==> src/rtl/spi_dbg_pkg.sv <==
// Shared definitions for the SPI debug register interface.
// Holds the register map, the command-word field positions, the STATUS
// bit positions and the frame FSM state encoding. It has no ports.
package spi_dbg_pkg;

    // Register map (10-bit register address space)
    localparam logic [9:0] ADDR_CHIP_VER = 10'h000;
    localparam logic [9:0] ADDR_CTRL     = 10'h001;
    localparam logic [9:0] ADDR_STATUS   = 10'h002;
    localparam logic [9:0] ADDR_ERRCNT   = 10'h003;
    localparam logic [9:0] BASE_RAM_ADDR = 10'h010;
    localparam logic [9:0] BASE_DATA     = 10'h020;

    // Command word: [15] rw (1 = read), [14] burst, [13:10] reserved, [9:0] addr
    localparam int CMD_RW_BIT    = 15;
    localparam int CMD_BURST_BIT = 14;
    localparam int CMD_ADDR_MSB  = 9;

    // STATUS register bits
    localparam int STAT_READY_BIT     = 0;
    localparam int STAT_ADDR_ERR_BIT  = 1;
    localparam int STAT_FRAME_ERR_BIT = 2;

    typedef enum logic [2:0] {
        IDLE,
        CMD,
        WDATA,
        RDATA,
        DONE
    } state_t;

    // Register addresses wrap 0x3FF -> 0x000 during bursts.
    function automatic logic [9:0] addr_inc(input logic [9:0] a);
        return a + 10'd1;
    endfunction

endpackage

==> src/rtl/spi_os_engine.sv <==
// Oversampled SPI (mode 0) slave engine.
// Synchronises sclk/cs/mosi onto clk, derives edge strobes, counts bits,
// shifts command/data words and runs the frame FSM. Register accesses are
// presented on a simple single-cycle bus to the register bank.
//
// Ports:
//   clk, rst            system clock, synchronous active-high reset
//   sclk, mosi, cs      raw SPI pins (cs active low)
//   miso                serial read data, 0 outside the read phase
//   busy                high while the FSM is not IDLE
//   frame_err           one-cycle pulse when cs rises mid-word
//   reg_addr            current register address
//   reg_we, reg_wdata   one-cycle write strobe and data
//   reg_re              one-cycle read strobe; reg_rdata is captured in that cycle
//   reg_rdata           read data from the register bank
module spi_os_engine
    import spi_dbg_pkg::*;
(
    input  logic        clk,
    input  logic        rst,
    input  logic        sclk,
    input  logic        mosi,
    input  logic        cs,
    output logic        miso,
    output logic        busy,
    output logic        frame_err,
    output logic [9:0]  reg_addr,
    output logic        reg_we,
    output logic [15:0] reg_wdata,
    output logic        reg_re,
    input  logic [15:0] reg_rdata
);

    // ---- pin stage: _p0/_p1 synchroniser, _p2 edge history ----
    logic sclk_p0, sclk_p1, sclk_p2;
    logic cs_p0, cs_p1, cs_p2;
    logic mosi_p0, mosi_p1;

    always_ff @(posedge clk) begin
        if (rst) begin
            // Cleared to 0 so a cs held low through reset never looks like a fall.
            sclk_p0 <= 1'b0;
            sclk_p1 <= 1'b0;
            sclk_p2 <= 1'b0;
            cs_p0   <= 1'b0;
            cs_p1   <= 1'b0;
            cs_p2   <= 1'b0;
            mosi_p0 <= 1'b0;
            mosi_p1 <= 1'b0;
        end else begin
            sclk_p0 <= sclk;
            sclk_p1 <= sclk_p0;
            sclk_p2 <= sclk_p1;
            cs_p0   <= cs;
            cs_p1   <= cs_p0;
            cs_p2   <= cs_p1;
            mosi_p0 <= mosi;
            mosi_p1 <= mosi_p0;
        end
    end

    // ---- strobe stage: single-cycle edges consumed by the FSM ----
    logic sclk_rise, sclk_fall, cs_fall, cs_rise;
    assign sclk_rise = sclk_p1 & ~sclk_p2;
    assign sclk_fall = ~sclk_p1 & sclk_p2;
    assign cs_fall   = ~cs_p1 & cs_p2;
    assign cs_rise   = cs_p1 & ~cs_p2;

    state_t      state;
    logic [3:0]  bitcnt;
    logic [15:0] shift_in;
    logic [15:0] shift_out;
    logic [15:0] wdata_q;
    logic [9:0]  addr_q;
    logic        burst_q;
    logic        busy_q;
    logic        frame_err_q;
    logic        we_q;
    logic        re_q;
    logic        miso_q;

    logic        in_frame;
    logic        last_bit;
    logic        shift_now;
    logic [15:0] word_in;

    assign in_frame  = (state == CMD) || (state == WDATA) || (state == RDATA);
    assign word_in   = {shift_in[14:0], mosi_p1};
    assign last_bit  = in_frame && sclk_rise && (bitcnt == 4'd15);
    // The fall right after a word boundary (bitcnt wrapped to 0) must not
    // shift: it precedes the first rise of the word and would drop the MSB.
    assign shift_now = (state == RDATA) && sclk_fall && (bitcnt != 4'd0) && !re_q;

    // ---- frame FSM ----
    always_ff @(posedge clk) begin
        if (rst) begin
            state       <= IDLE;
            bitcnt      <= 4'd0;
            addr_q      <= 10'd0;
            burst_q     <= 1'b0;
            busy_q      <= 1'b0;
            frame_err_q <= 1'b0;
            we_q        <= 1'b0;
            re_q        <= 1'b0;
            miso_q      <= 1'b0;
        end else begin
            frame_err_q <= 1'b0;
            we_q        <= 1'b0;
            re_q        <= 1'b0;

            if (in_frame && sclk_rise) begin
                bitcnt <= bitcnt + 4'd1;
            end

            if (cs_rise) begin
                state       <= IDLE;
                busy_q      <= 1'b0;
                miso_q      <= 1'b0;
                bitcnt      <= 4'd0;
                frame_err_q <= (bitcnt != 4'd0);
            end else begin
                case (state)
                    IDLE: begin
                        if (cs_fall) begin
                            state  <= CMD;
                            busy_q <= 1'b1;
                            bitcnt <= 4'd0;
                        end
                    end
                    CMD: begin
                        if (last_bit) begin
                            burst_q <= word_in[CMD_BURST_BIT];
                            addr_q  <= word_in[CMD_ADDR_MSB:0];
                            if (word_in[CMD_RW_BIT]) begin
                                state <= RDATA;
                                re_q  <= 1'b1;
                            end else begin
                                state <= WDATA;
                            end
                        end
                    end
                    WDATA: begin
                        if (last_bit) begin
                            we_q <= 1'b1;
                            if (!burst_q) begin
                                state <= DONE;
                            end
                        end
                        // Advance only after the write cycle has used the old address.
                        if (we_q && burst_q) begin
                            addr_q <= addr_inc(addr_q);
                        end
                    end
                    RDATA: begin
                        if (re_q) begin
                            miso_q <= reg_rdata[15];
                        end else if (shift_now) begin
                            miso_q <= shift_out[14];
                        end
                        // A burst prefetches the next word right away, so that
                        // address is read (and error-checked) even if the host
                        // ends the frame before clocking it out.
                        if (last_bit) begin
                            if (burst_q) begin
                                addr_q <= addr_inc(addr_q);
                                re_q   <= 1'b1;
                            end else begin
                                state  <= DONE;
                                miso_q <= 1'b0;
                            end
                        end
                    end
                    DONE: begin
                        miso_q <= 1'b0;
                    end
                    default: begin
                        state <= IDLE;
                    end
                endcase
            end
        end
    end

    // ---- shift datapath ----
    always_ff @(posedge clk) begin
        if (in_frame && sclk_rise) begin
            shift_in <= word_in;
        end
        if (last_bit && (state == WDATA)) begin
            wdata_q <= word_in;
        end
        if ((state == RDATA) && re_q) begin
            shift_out <= reg_rdata;
        end else if (shift_now) begin
            shift_out <= {shift_out[14:0], 1'b0};
        end
    end

    assign miso      = miso_q;
    assign busy      = busy_q;
    assign frame_err = frame_err_q;
    assign reg_addr  = addr_q;
    assign reg_we    = we_q;
    assign reg_wdata = wdata_q;
    assign reg_re    = re_q;

endmodule

==> src/rtl/spi_debug_regif.sv <==
// SPI debug register interface for the multi-ADC capture path.
// The SPI pins are oversampled on clk_i by spi_os_engine; this top level
// holds the register bank (chip version, control, sticky status, error
// counter, per-channel RAM capture address and ADC data readback).
//
// Ports:
//   clk_i, rst_i        system clock (>= 8x SCLK), synchronous active-high reset
//   sclk_i, mosi_i, cs_i SPI mode 0 slave pins (cs active low)
//   miso_o              SPI read data, 0 outside the read phase
//   data_adc_i          per-channel ADC data, channel i at [i*DATA_W +: DATA_W]
//   error_cnt_i         external error counter (read-only register)
//   capture_ready_i     live capture-complete level
//   ram_addr_adc_o      per-channel RAM capture address, channel i at [i*16 +: 16]
//   capture_start_o     one-cycle capture start pulse
//   sel_adc_o           channel select
//   busy_o              frame in progress
//   frame_err_o         one-cycle pulse on an aborted frame
module spi_debug_regif
    import spi_dbg_pkg::*;
#(
    parameter int          NUM_CH   = 4,
    parameter int          DATA_W   = 16,
    parameter int          SEL_W    = 2,
    parameter logic [15:0] CHIP_VER = 16'h0200
) (
    input  logic                     clk_i,
    input  logic                     rst_i,
    input  logic                     sclk_i,
    input  logic                     mosi_i,
    input  logic                     cs_i,
    output logic                     miso_o,
    input  logic [NUM_CH*DATA_W-1:0] data_adc_i,
    input  logic [15:0]              error_cnt_i,
    input  logic                     capture_ready_i,
    output logic [NUM_CH*16-1:0]     ram_addr_adc_o,
    output logic                     capture_start_o,
    output logic [SEL_W-1:0]         sel_adc_o,
    output logic                     busy_o,
    output logic                     frame_err_o
);

    logic [9:0]  reg_addr;
    logic        reg_we;
    logic [15:0] reg_wdata;
    logic        reg_re;
    logic [15:0] reg_rdata;
    logic        frame_err;

    spi_os_engine u_engine (
        .clk       (clk_i),
        .rst       (rst_i),
        .sclk      (sclk_i),
        .mosi      (mosi_i),
        .cs        (cs_i),
        .miso      (miso_o),
        .busy      (busy_o),
        .frame_err (frame_err),
        .reg_addr  (reg_addr),
        .reg_we    (reg_we),
        .reg_wdata (reg_wdata),
        .reg_re    (reg_re),
        .reg_rdata (reg_rdata)
    );

    logic [15:0]      ram_addr_q [NUM_CH];
    logic [SEL_W-1:0] sel_q;
    logic             addr_err_q;
    logic             frame_err_st_q;
    logic             cap_start_q;

    // Read mux; rd_hit doubles as the "address is mapped" flag for writes.
    logic        rd_hit;
    logic [15:0] rd_val;

    always_comb begin
        rd_val = 16'h0000;
        rd_hit = 1'b0;
        case (reg_addr)
            ADDR_CHIP_VER: begin
                rd_hit = 1'b1;
                rd_val = CHIP_VER;
            end
            ADDR_CTRL: begin
                rd_hit = 1'b1;
                rd_val[SEL_W:1] = sel_q;
            end
            ADDR_STATUS: begin
                rd_hit = 1'b1;
                rd_val[STAT_READY_BIT]     = capture_ready_i;
                rd_val[STAT_ADDR_ERR_BIT]  = addr_err_q;
                rd_val[STAT_FRAME_ERR_BIT] = frame_err_st_q;
            end
            ADDR_ERRCNT: begin
                rd_hit = 1'b1;
                rd_val = error_cnt_i;
            end
            default: begin
            end
        endcase
        for (int i = 0; i < NUM_CH; i++) begin
            if (reg_addr == BASE_RAM_ADDR + 10'(i)) begin
                rd_hit = 1'b1;
                rd_val = ram_addr_q[i];
            end
            if (reg_addr == BASE_DATA + 10'(i)) begin
                rd_hit = 1'b1;
                rd_val = 16'(data_adc_i[i*DATA_W +: DATA_W]);
            end
        end
    end

    assign reg_rdata = rd_val;

    logic addr_err_set, addr_err_clr;
    logic frame_err_clr;
    logic status_we;

    assign status_we     = reg_we && (reg_addr == ADDR_STATUS);
    assign addr_err_set  = (reg_we || reg_re) && !rd_hit;
    assign addr_err_clr  = status_we && reg_wdata[STAT_ADDR_ERR_BIT];
    assign frame_err_clr = status_we && reg_wdata[STAT_FRAME_ERR_BIT];

    always_ff @(posedge clk_i) begin
        if (rst_i) begin
            sel_q          <= '0;
            addr_err_q     <= 1'b0;
            frame_err_st_q <= 1'b0;
            cap_start_q    <= 1'b0;
            for (int i = 0; i < NUM_CH; i++) begin
                ram_addr_q[i] <= 16'h0000;
            end
        end else begin
            cap_start_q <= reg_we && (reg_addr == ADDR_CTRL) && reg_wdata[0];
            if (reg_we && (reg_addr == ADDR_CTRL)) begin
                sel_q <= reg_wdata[SEL_W:1];
            end
            for (int i = 0; i < NUM_CH; i++) begin
                if (reg_we && (reg_addr == BASE_RAM_ADDR + 10'(i))) begin
                    ram_addr_q[i] <= reg_wdata;
                end
            end
            // Sticky W1C bits: a set in the same cycle as a clear wins.
            addr_err_q     <= addr_err_set || (addr_err_q && !addr_err_clr);
            frame_err_st_q <= frame_err || (frame_err_st_q && !frame_err_clr);
        end
    end

    for (genvar g = 0; g < NUM_CH; g++) begin : g_ram_out
        assign ram_addr_adc_o[g*16 +: 16] = ram_addr_q[g];
    end

    assign sel_adc_o       = sel_q;
    assign capture_start_o = cap_start_q;
    assign frame_err_o     = frame_err;

endmodule

==> config.mk <==
export PLATFORM = sky130hd
export DESIGN_NAME = spi_debug_regif
export DESIGN_NICKNAME = d
export VERILOG_FILES = /design/src/rtl/spi_dbg_pkg.sv /design/src/rtl/spi_os_engine.sv /design/src/rtl/spi_debug_regif.sv
export SDC_FILE = /design/constraint.sdc
export NUM_CORES = 1
export LEC_CHECK = 0
export CORE_AREA = 2 2 137 112
export CTS_CLUSTER_SIZE = 8
export DETAILED_ROUTE_END_ITERATION = 8
export DIE_AREA = 0 0 139 114
export GPL_TIMING_DRIVEN = 0
export PLACE_DENSITY = 0.77
export SLEW_MARGIN = 5
export SYNTH_ARGS = -nofsm -noshare
export SYNTH_HDL_FRONTEND = slang
export SYNTH_HIERARCHICAL = 1
export SYNTH_SLANG_ARGS = --single-unit
export TNS_END_PERCENT = 20
==> constraint.sdc <==
create_clock -name clk_i -period 3.7 [get_ports clk_i]
set_clock_uncertainty 0.2 [all_clocks]
set_input_delay 0.74 -clock clk_i [delete_from_list [all_inputs] [get_ports clk_i]]
set_output_delay 0.74 -clock clk_i [all_outputs]
set_load 0.005 [all_outputs]
# Word level (Yosys, flattened, before mapping)
# Memories as Yosys holds them, arrays and structs flattened.
# Cells that the tools add are included.
# classes
n_addsub,2
mux,65
eq_ne,23
bitwise,15
reduce_logical,44
# op_table
cell,count
two-way mux 16 bit,12
"equality test 10 x 5 -> 1 bit, second input constant",4
"equality test 10 x 6 -> 1 bit, second input constant",4
two-way mux 10 bit,4
two-way mux 1 bit,33
two-way mux 15 bit,2
case mux 10 bit (3 select lines),1
case mux 13 bit (2 select lines),1
"equality test 10 x 2 -> 1 bit, second input constant",2
logical AND 1 bit,20
two-way mux 3 bit,4
two-way mux 4 bit,3
case mux 3 bit (4 select lines),1
"adder 10 x 1 -> 10 bit, second input constant",1
"equality test 10 x 1 -> 1 bit, second input constant",1
logical NOT 10 bit,1
"inequality test 2 x 1 -> 1 bit, second input constant",5
NOT 1 bit,7
"equality test 3 x 2 -> 1 bit, second input constant",2
case mux 1 bit (2 select lines),3
case mux 2 bit (3 select lines),1
AND reduction 6 bit,1
OR reduction 2 bit,3
logical OR 1 bit,5
17 further kinds,28
# totals
mem_count,1
register_bits,82
output_inout_bits,70
word_cells,174
ramBits,64
# mem_list
memory,words,width,read_ports,rd_ports_with_merged_regs,write_ports,line_no,text
ram_addr_q,4,16,4,0,4,spi_debug_regif.sv:65,logic [15:0] ram_addr_q [NUM_CH];

# Depth between registers and ports, before layout
# Gate-level depths: netlist of the first run.
# depth
word_depth,14
ltp_mapped,12
ltp_nobuf,9

# Hierarchy
# The synthesis of the first run kept the hierarchy.
# modules_own_cells
module,instances,seq_area_each_um2,area_each_um2,cells_each
spi_debug_regif,1,2021.9,4304.1,412
spi_os_engine,1,2001.9,3066.7,249

# Worst setup path before layout of the first run
# Ideal clock, no wire load.
# synth_timing
path_type,register -> register
from,register u_engine.bitcnt[0]
to,"register u_engine.wdata_q[0] (netlist: u_engine/reg_wdata[0]), enable pin"
arrival_time_ns,2.280
slack_ns,0.811
stages_incl_launch_ff,6
path_buffers,1
t_required_ns,3.091
setup_ns,0.409
path_cell_list,dfxtp_1 -> ha_1 -> nand4b_1 -> or3_1 -> clkbuf_1 -> nor3_1
# synth_via
elab_chain_len,3
# synth_lines
item,line_no,text
start: declaration,spi_os_engine.sv:70,logic [3:0] bitcnt;
start signal: assignment,spi_os_engine.sv:112,bitcnt <= bitcnt + 4'd1;
equality test 4 bit,spi_os_engine.sv:89,assign last_bit = in_frame && sclk_rise && (bitcnt == 4'd15);
logical AND 1 bit,spi_os_engine.sv:89,
logical AND 1 bit,spi_os_engine.sv:189,if (last_bit && (state == WDATA)) begin
end signal: assignment,spi_os_engine.sv:190,wdata_q <= word_in;
end: declaration,spi_os_engine.sv:73,logic [15:0] wdata_q;
# No other way between the ends.
# A chain may end at the register's enable or synchronous reset.

# Final worst setup path of the first run
# layout_timing
from,register u_engine.addr_q[0] (netlist: u_engine/reg_addr[0])
to,register u_engine.shift_out[7] (data pin)
# layout_via
elab_chain_len,11
word_cells_on_any_way,20
# layout_lines
item,line_no,text
start: declaration,spi_os_engine.sv:74,logic [9:0] addr_q;
start signal: assignment,spi_os_engine.sv:133,addr_q <= word_in[CMD_ADDR_MSB:0];
start signal: assignment,spi_os_engine.sv:151,addr_q <= addr_inc(addr_q);
start signal: assignment,spi_os_engine.sv:165,addr_q <= addr_inc(addr_q);
equality test 10 x 2 -> 1 bit or logical NOT 10 bit (tied branches),spi_debug_regif.sv:78,case (reg_addr)
case mux 13 bit (2 select lines),spi_debug_regif.sv:78,
two-way mux 16 bit,spi_debug_regif.sv:101,if (reg_addr == BASE_RAM_ADDR + 10'(i)) begin
two-way mux 16 bit,spi_debug_regif.sv:105,if (reg_addr == BASE_DATA + 10'(i)) begin
two-way mux 16 bit,spi_debug_regif.sv:101,
two-way mux 16 bit,spi_debug_regif.sv:105,
two-way mux 16 bit,spi_debug_regif.sv:101,
two-way mux 16 bit,spi_debug_regif.sv:105,
two-way mux 16 bit,spi_debug_regif.sv:101,
two-way mux 16 bit *,spi_debug_regif.sv:105,
via rd_val[7],spi_debug_regif.sv:73,logic [15:0] rd_val;
two-way mux 15 bit *,spi_os_engine.sv:192,if ((state == RDATA) && re_q) begin
end signal: assignment,spi_os_engine.sv:193,shift_out <= reg_rdata;
end signal: assignment,spi_os_engine.sv:195,"shift_out <= {shift_out[14:0], 1'b0};"
end: declaration,spi_os_engine.sv:72,logic [15:0] shift_out;
# Mark *: on every way through the listed nets, which the timed path passes. The rest lies on a longest branch.

==> results.cfg, run 1 <==
[run_status]
status = completed

[power_and_ir_drop]
intPower_uw = 3079
switchingPower_uw = 925.5
vdd_drop_max_mv = 0.4264
p_leak_uw = 0.003267
power_density_nw_per_um2 = 408.5
clock_power_share_pct = 45.0
comb_power_share_pct = 9.1
switching_share_pct = 23.11
power_frac_seq_pct = 45.9

[final_layout]
fin_util_pct = 67.08
fillCellCount = 1104
drive_gt1_share_pct = 11.78
areaGrowthSynthToFinish_pct = 33.00
nNetsFinal = 925
n_antenna_cell = 0

[worst_setup_path]
crit_top_cell = buf_2
crit_buf_inv = 2
slowest_stage = nor4b_1
critPathTopFamily = simple AND/OR/NAND/NOR gates
worstPathRequired_ps = 3670
worstSetupStartpointType = register
crit_path_end_kind = register
slowest_delay_ps = 1060
worstPathCellList = buf_2, nor4b_1, buf_2, o21ai_0, o2bb2a_1, o21ai_1, mux2_2
path_max_fanout = 10
critical_path_class = register to register
worstPathArrival_ps = 3480

[grt]
antenna_found_initial = 0
grt_max_degree = 21
first_global_vias = 6090
grt_overflow = 0
grt_pass1_wl_mm = 35.61
grt.total_usage_pct = 30.26

[clock_network]
cts_hold_buf = 0
clock_path_buffers = 2
cts_tree = done
h-tree-depth = 4
cts_sinks = 146
cts_buffers = 17
cts_root_buffer = clkbuf_16
cts_setup_buffers = 0
clkLatencyLatePin_ps = 430
path_clk_slew_ps = 60

[sta]
final_max_slew_viol_count = 0
relSlewSlack_pct = 12.94
finalHoldViolations = 0
worst_slew_pin_slew_ps = 1288
setup_violations = 0
timing.setup.tns_ps = 0
fmax_mhz = 284.9
finalCritPeriodShare_pct = 94.86
period_minus_slack_ps = 3510
rsz0062_at_grt = false

[worst_hold_path]
hp-class = register to register

[synthesis]
synth_area_per_cell_sq_um = 11.15
ys_types = 80
synth.cell_area_sq_um = 7371
synth_edf_count = 110
syn_inst = 661
ys_async_sr_fraction_pct = 0
yosysSeqAreaShare_pct = 54.59
synth_flop_cell = edfxtp_1
synth-seq-cells = 146
synth_fp_nets = 750
synth_warnings = 6

[floorplan]
initial_core_util_pct = 50.44
core_region_area_sq_um = 14610
die_x_microns = 139
io_pins = 156
die_area_sq_um = 15850
dieHeight_microns = 114
rows = 40

[placement]
dpl.hpwl_mm = 18.31
gp_congestion = 0.9732
numPortBuffers = 155

[route]
drt_wl_total_mm = 24.00
vias_per_cell = 6.128
drc_errors = 0
vias = 6361
drtPass1Iterations = 5
ant_nets = 0
drt_iter0_markers = 812
avgRoutedWirePerCell_microns = 23.12

[job]
drv_cap = 0
==> logic make-up after synthesis <==
| logic type | share of synthesized area, % |
|---|---|
| buffers and inverters | 3.599 |
| xor gates and xnor gates | 0.4754 |
| AOI/OAI and AO/OA | 18.86 |
| muxes | 2.954 |
| DFF | 54.59 |
| adders and majority gates | 0.5093 |
| and+or+nand+nor | 19.01 |
==> final timing paths <==
kind | start | slack (ps) | to | cells after the start
min reg2reg | u_engine/sclk_p0$_SDFF_PP0_ | 240 | u_engine/sclk_p1$_SDFF_PP0_ | 1
max reg2reg | u_engine/reg_addr[0]$_SDFFE_PP0P_ | 190 | u_engine/shift_out[7]$_DFFE_PP_ | 7
max | u_engine/reg_addr[0]$_SDFFE_PP0P_ | 190 | u_engine/shift_out[7]$_DFFE_PP_ | 7
min | u_engine/sclk_p0$_SDFF_PP0_ | 240 | u_engine/sclk_p1$_SDFF_PP0_ | 1
==> layout make-up <==
class	count	area [sq um]	share of cell area (%)
repair buffers	156	1559	15.90
well taps	189	236.5	2.412
plain buffers	45	227.7	2.323
flip-flops and latches	146	4024	41.05
inverters	10	37.54	0.3829
clock buffers	17	425.4	4.340
clock inverters	15	196.4	2.004
multi-input cells	460	3097	31.59
==> cell usage after synthesis (8+ instances only) <==
cell      count  area [sq um]
buf_2        16         80.08
o2bb2a_1      8         80.08
nand2b_1     11         68.82
nor2_1       37         138.9
o21ai_1       9         45.04
nand2_1      25         93.84
and2_1       66         412.9
nor3_1       20         100.1
o21ai_0      35         175.2
nor2b_1      13         81.33
o22a_1       12         105.1
mux2_2       14         157.7
nand3_1      14         70.07
a22o_1       12         105.1
a221o_1       9         90.09
dfxtp_1      36         720.7
a21oi_1      41         205.2
a22oi_1      13         97.59
inv_1        10         37.54
clkbuf_1     21         78.83
edfxtp_1    110          3303
==> cells in the final DEF, fill, tap and decap left out, drive strengths merged, types with 4 or more instances in the layout <==
cell and count:
clkdlybuf4s50 155, edfxtp 110, and2 66, o21ai 44, a21oi 42, nor2 40
clkbuf 39, dfxtp 36, nand2 26, nor3 25, buf 24, inv 17
nand3 14, mux2 14, nor2b 13, a22oi 13, a22o 12, o22a 12
nand2b 11, a221o 9, o2bb2a 9, nor4 8, o22ai 7, or3 7
nand4 7, a31oi 6, mux2i 6, o31ai 5, nor4b 4
==> flip-flops by register name, indices dropped and copies added, names as in the netlist, 2 cells and up <==
signal / cells
ram_addr_q: 64
u_engine/reg_wdata: 16
u_engine/shift_in: 15
u_engine/shift_out: 15
u_engine/reg_addr: 10
u_engine/bitcnt: 4
u_engine/state: 3
sel_adc_o: 2
==> stage by stage <==
stage	instance area (sq um)	instances	worst slack [ps]	hold WS (ps)	total power, uW
after floorplan	7371	661	810.9	213.8	1995
after global placement	9159	1005	177.7	220.4	2225
after detailed placement	9178	1006	261.3	226.9	2229
after CTS	9799	1038	226.5	244.8	4012
after global routing	9803	1038	12.06	252.6	4115
final	9803	1038	190.2	237.3	4005
==> repair_timing <==
action | in CTS | in global routing
endpoints found under the setup margin | 0 | 16
hold endpoints to repair | 0 | 0
resized for setup | 0 | 1
==> power groups by stage <==
stage          sequential [uW]  clock [uW]  combinational (uW)
2_1_floorplan             1860           0                 133
3_3_place_gp              1870           0                 352
3_5_place_dp              1870           0                 356
4_1_cts                   1840        1810                 360
5_1_grt                   1840        1890                 383
6_report                  1840        1800                 364
==> routing by layer <==
layer	share of wire (%)	track usage, %	vias up
met2	46	47.22	398
met4	1.2	8.215	0
met1	42	42.12	3065
met3	11	8.270	24
li1	-	-	2874
met5	0	0	-
No activity file was read; power rests on OpenSTA's default activity.
==> run 2, diff against run 1 <==
--- a/config.mk
+++ b/config.mk
@@ -5,12 +5,13 @@
 export SDC_FILE = /design/constraint.sdc
 export NUM_CORES = 1
 export LEC_CHECK = 0
+export ABC_AREA = 1
 export CORE_AREA = 2 2 137 112
 export CTS_CLUSTER_SIZE = 8
 export DETAILED_ROUTE_END_ITERATION = 8
 export DIE_AREA = 0 0 139 114
 export GPL_TIMING_DRIVEN = 0
-export PLACE_DENSITY = 0.77
+export PLACE_DENSITY = 0.76
 export SLEW_MARGIN = 5
 export SYNTH_ARGS = -nofsm -noshare
 export SYNTH_HDL_FRONTEND = slang
==> run 2 against run 1 <==
Compared with the run above:
- clock power decreased by 8%
- critical path type unchanged
- first-iteration DRC count decreased by 1.7%
- setup slack improved by 630 ps
- total power increased by 0.94%
- cell count increased by 13%
- design area decreased by 1.4%
- hold slack got worse by 33 ps
- die area unchanged
- synthesized cell count increased by 20%
- clock-buffer cell count unchanged
- fmax increased by 22%
==> results.cfg, run 2 <==
[run_status]
status = completed

[synthesis]
yosysMostFrequentCell = nand2_1
synth.cell_area_sq_um = 7266
ys_types = 49
synth_area_per_cell_sq_um = 9.197
synth-seq-cells = 146
syn_inst = 790
synth_warnings = 6
synth_edf_count = 110
yosysTopAreaCellShare_pct = 45.46
synth_flop_cell = edfxtp_1
yosysSeqAreaShare_pct = 55.38
synthTopCellsByCount = 149 x nand2_1, 123 x nor2_1, 110 x edfxtp_1, 85 x inv_1, 44 x a21oi_1
yosys-top-cells-area = edfxtp_1 45%, dfxtp_1 9.9%, nand2_1 7.7%
ys_async_sr_fraction_pct = 0
synth_top_cell_by_area = edfxtp_1
synth_fp_nets = 879

[grt]
grt.total_usage_pct = 28.33
grt_pass1_wl_mm = 33.76
grt_max_degree = 19
grt_overflow = 0
first_global_vias = 6066
antenna_found_initial = 1

[worst_setup_path]
worstSetupStartpointType = register
reg2reg_from = u_engine/reg_addr[5]$_SDFFE_PP0P_
worstPathArrival_ps = 3020
r2r-end = u_engine/miso$_SDFFE_PP0P_
crit_start = u_engine/reg_addr[5]$_SDFFE_PP0P_
ff2ff_path_depth = 15
worstPathRequired_ps = 3850
rrSetupSlack_ps = 820
critical_path_class = register to register
cp-endpoint = u_engine/miso$_SDFFE_PP0P_
crit_path_end_kind = register
path_max_fanout = 9

[worst_hold_path]
holdPathStages = 2
hp-start = u_engine/cs_p0$_SDFF_PP0_
hp-class = register to register

[floorplan]
core_region_area_sq_um = 14610
die_area_sq_um = 15850
dieHeight_microns = 114
rows = 40
die_x_microns = 139
initial_core_util_pct = 49.72
io_pins = 156

[clock_network]
cts_buffers = 17
clock_path_buffers = 2
cts_tree = done
path_clk_slew_ps = 60
cts_hold_buf = 0
cts_setup_buffers = 0
h-tree-depth = 4
post_cts_resized = 0
cts_sinks = 146
cts_root_buffer = clkbuf_16
clkLatencyLatePin_ps = 420

[power_and_ir_drop]
clock_power_share_pct = 41.1
vdd_drop_max_mv = 0.4088
power_density_nw_per_um2 = 418.3
switching_share_pct = 25.04
comb_power_share_pct = 13.1
power_frac_seq_pct = 45.9
intPower_uw = 3030
switchingPower_uw = 1012
p_leak_uw = 0.003822

[route]
vias = 6486
drtPass1Iterations = 5
ant_nets = 0
drt_iter0_markers = 798
drc_errors = 0
avgRoutedWirePerCell_microns = 19.28
drt_wl_total_mm = 22.57
vias_per_cell = 5.539

[sta]
worst_slew_pin_slew_ps = 856.5
timing.setup.tns_ps = 0
finalCritPeriodShare_pct = 77.77
fmax_mhz = 347.5
period_minus_slack_ps = 2877
finalHoldViolations = 0
rsz0062_at_grt = false
final_max_slew_viol_count = 0
setup_violations = 0
relSlewSlack_pct = 42.52

[placement]
dpl.hpwl_mm = 17.00
dp_cells = 1137
gp_congestion = 0.9097
numPortBuffers = 155

[final_layout]
final_cell_mix = 155 x clkdlybuf4s50_1, 149 x nand2_1, 122 x nor2_1, 110 x edfxtp_1, 85 x inv_1
regMostFlops = ram_addr_q
fillCellCount = 1221
largest_reg_flops = 64
drive_gt1_share_pct = 11.62
areaGrowthSynthToFinish_pct = 33.01
mostFrequentLayoutCell = clkdlybuf4s50_1
regArea_sq_um = 4024
multi_input_area_sq_um = 2723
fin_util_pct = 66.13
final_cells = 1171
nNetsFinal = 1057

[job]
drv_cap = 0
## run 2: cell count changes in the layout (fill, tap and decap cells not counted), sizes merged, moves of 13 or more
cell	delta
inv	+85
nand3	+31
nor2b	-13
nand2	+136
nor2	+97
nor3	-17
clkbuf	-13
and2	-66
## run 2: cells by family after synthesis
| kind of cell | Yosys count | synth area share, % |
|---|---|---|
| compound gates | 126 | 10.33 |
| flops | 146 | 55.38 |
| buf+inv | 123 | 7.181 |
| simple gates | 375 | 23.63 |
| fa+ha+maj | 3 | 0.5167 |
| xor+xnor | 2 | 0.2411 |
| mux | 15 | 2.721 |
## run 2: routing by layer
metal / wire (microns) / GRT usage, % / vias to the layer above
li1: - / - / 3025
met1: 9474 / 37.20 / 3057
met2: 10150 / 44.07 / 358
met3: 2194 / 7.767 / 46
met4: 758 / 13.47 / 0
met5: 0 / 0 / -
## run 2: worst min-delay path by stage
stage | slack [ps] | end
finish | 200 | u_engine/cs_p1$_SDFF_PP0_
global route | 230 | u_engine/mosi_p1$_SDFF_PP0_
CTS | 210 | u_engine/cs_p1$_SDFF_PP0_
detailed placement | 200 | u_engine/cs_p1$_SDFF_PP0_
global placement | 190 | u_engine/mosi_p1$_SDFF_PP0_
floorplan | 190 | u_engine/cs_p1$_SDFF_PP0_
## run 2: metrics by stage
stage | total power (uW) | hold slack [ps] | setup WS (ps) | cell area (sq um)
5_1_grt | 4162 | 227.6 | 605.8 | 9662
6_report | 4042 | 203.9 | 822.6 | 9664
2_1_floorplan | 2120 | 188.3 | 750.2 | 7266
3_5_place_dp | 2405 | 195.8 | 534.0 | 9080
3_3_place_gp | 2394 | 191.9 | 140.8 | 9054
4_1_cts | 4047 | 206.1 | 866.4 | 9644
## run 2: layout make-up
class                   instances  area share [%]
inverters                      99           3.871
repair buffers                159           16.48
plain buffers                  24           1.528
diodes                          1         0.02589
multi-input cells             521           28.17
clock buffers                  17           4.402
flip-flops and latches        146           41.64
well taps                     189           2.447
clock inverters                15           1.437
## run 2: critical path, stage by stage, from the launching register on
cell and delay (ps):
dfxtp_1 500, nand2_1 190, nor2_8 230, nand2_2 180, inv_2 150, nor2_4 80, inv_2 170, a21oi_1 60
o21a_1 170, o211ai_1 250, inv_1 110, a21oi_1 160, o21ai_0 100, inv_1 60, nand2_1 50, a21oi_1 120
## run 2: power by group through the flow
| stage | sequential, uW | combinational (uW) | clock (uW) |
|---|---|---|---|
| final | 1850 | 528 | 1660 |
| after global routing | 1860 | 566 | 1740 |
| after CTS | 1850 | 523 | 1670 |
| after detailed placement | 1890 | 517 | 0 |
| after global placement | 1890 | 508 | 0 |
| after floorplan | 1880 | 243 | 0 |
==> patch: new RTL, flow settings as in run 2 <==
Set the parameter `SEL_W` to 4 (it was 2).
--- a/src/rtl/spi_debug_regif.sv
+++ b/src/rtl/spi_debug_regif.sv
@@ -20,7 +20,7 @@
 #(
     parameter int          NUM_CH   = 4,
     parameter int          DATA_W   = 16,
-    parameter int          SEL_W    = 2,
+    parameter int          SEL_W    = 4,
     parameter logic [15:0] CHIP_VER = 16'h0200
 ) (
     input  logic                     clk_i,
Ports: changed (resized sel_adc_o); port bits go from 156 to 158. No check against the original RTL was run, so the function may have changed too.
==> patch against run 2 <==
Synthesized area rose by 3.8%. Cell count rose by 5.0%. Worst hold slack lost 2.1 ps. Final area rose by 3.1%. Non-clock buffer count is 9 lower. Via count increased by 3.1%. Sequential share of layout area fell by 0.87 points. Routed wire length shrank 0.52%. Sequential cell count rose by 2. Power grew 1.3%. Worst setup slack worse by 190 ps. Largest power group unchanged.
==> patch: results (changes against run 2) <==
[setup_path]
cp-endpoint = ram_addr_q[0][5]
crit_fanout = 16  ; +7
cp.arrival_ps = 2860  ; -160 ps
r2r_cells = 14  ; -1
rrSetupSlack_ps = 900  ; +80 ps
cp-startpoint = rst_i

[final_layout]
layout.nets = 1116  ; +5.6%
num_antenna_cells = 0  ; -1
fillCellCount = 1159  ; -5.1%
drive_gt1_share_pct = 12.7  ; +1.1 points

[pwr]
max-vdd-ir-drop_mv = 0.399  ; -2.4%
leakagePower_nw = 3.99  ; +4.5%

[global_route]
global_route.usage.met1_pct = 41.0  ; +3.8 points
grt_pass1_wl_mm = 34.5  ; +2.0%
grt_pass1_vias = 6268  ; +3.3%
gr-usage-met3_pct = 6.42  ; -1.3 points
use_met2_pct = 44.4  ; +0.36 points
track_usage_pct = 28.7  ; +0.41 points
antenna_found_initial = 0  ; -1
grt_start_max_net_pins = 19  ; unchanged

[route]
routed_wl_mm = 22.5  ; -0.52%
drtIter0Drc = 819  ; +2.6%

[synthesis]
syn_nets = 938  ; +6.7%
netlist-cell-type-count = 39  ; -20%
yosys-top-cells-area = edfxtp_1 (44%), dfxtp_1 (10%), nand2_1 (10%)
synthTopCellsByCount = nand2_1 (200), nor2_1 (142), edfxtp_1 (110)
ys_seq_area_share_pct = 53.9  ; -1.5 points

[worst_hold_path]
min_from = u_engine/sclk_p0

[place]
place.gp.congestion = 0.895  ; -1.7%
hpwl_mm = 17.1  ; +0.55%
portBuffers = 157  ; +1.3%

[outcome]
outcome = completed

[sta]
max_slew.worst_pin.slew_ps = 979  ; +123 ps

-- patch: per-stage QoR --
stage	setup slack, ps	utilization (%)	TNS, ps	hold WS [ps]	std cells
2_1_floorplan	952	-	0	188	849
3_3_place_gp	-243	64.0	-8680	188	1195
3_5_place_dp	191	64.2	0	195	1197
4_1_cts	602	68.2	0	204	1229
5_1_grt	469	68.2	0	227	1229
6_report	630	68.2	0	202	1229
-- patch: worst max-delay path, stage by stage --
cell and delay (ps):
clkdlybuf4s50_1 650, inv_1 330, clkbuf_1 510, nand2_1 620
-- patch: layout make-up --
type,count,share of cell area (%)
Sequential cell,148,40.8
Multi-Input combinational cell,571,29.5
Timing Repair Buffer,159,16.0
Inverter,115,4.38
Clock buffer,17,4.27
Tap cell,189,2.37
Clock inverter,15,1.58
Buffer,15,1.15
-- patch: how the worst min path moves through the flow --
stage / end / cells after the start
after floorplan: u_engine/cs_p1 / 2
after global placement: u_engine/sclk_p1 / 2
after detailed placement: u_engine/sclk_p1 / 2
after CTS: u_engine/sclk_p1 / 2
after global routing: u_engine/sclk_p1 / 2
final: u_engine/sclk_p1 / 2
-- patch: logic make-up after synthesis --
family	synth area share (%)
multiplexers	2.49
AND/OR/NAND/NOR	28.9
AO/OA/AOI/OAI	6.68
adder cells (fa/ha/maj)	0.498
flip-flops	53.9
XOR/XNOR	0.232
buffers and inverters	7.31
-- patch: power by group --
group / switching (mW) / leakage, nW / internal [mW]
combinational: 0.276 / 2.40 / 0.236
sequential: 0.0573 / 1.33 / 1.83
clock: 0.703 / 0.266 / 0.995
-- patch: layer usage --
layer  wire, um  part of all wire (%)  vias to the layer above
li1           -                     -                     3156
met1       9440                    42                     3078
met2       9910                    44                      414
met3       2640                    12                       38
met4        469                   2.1                        0
met5          0                     0                        -
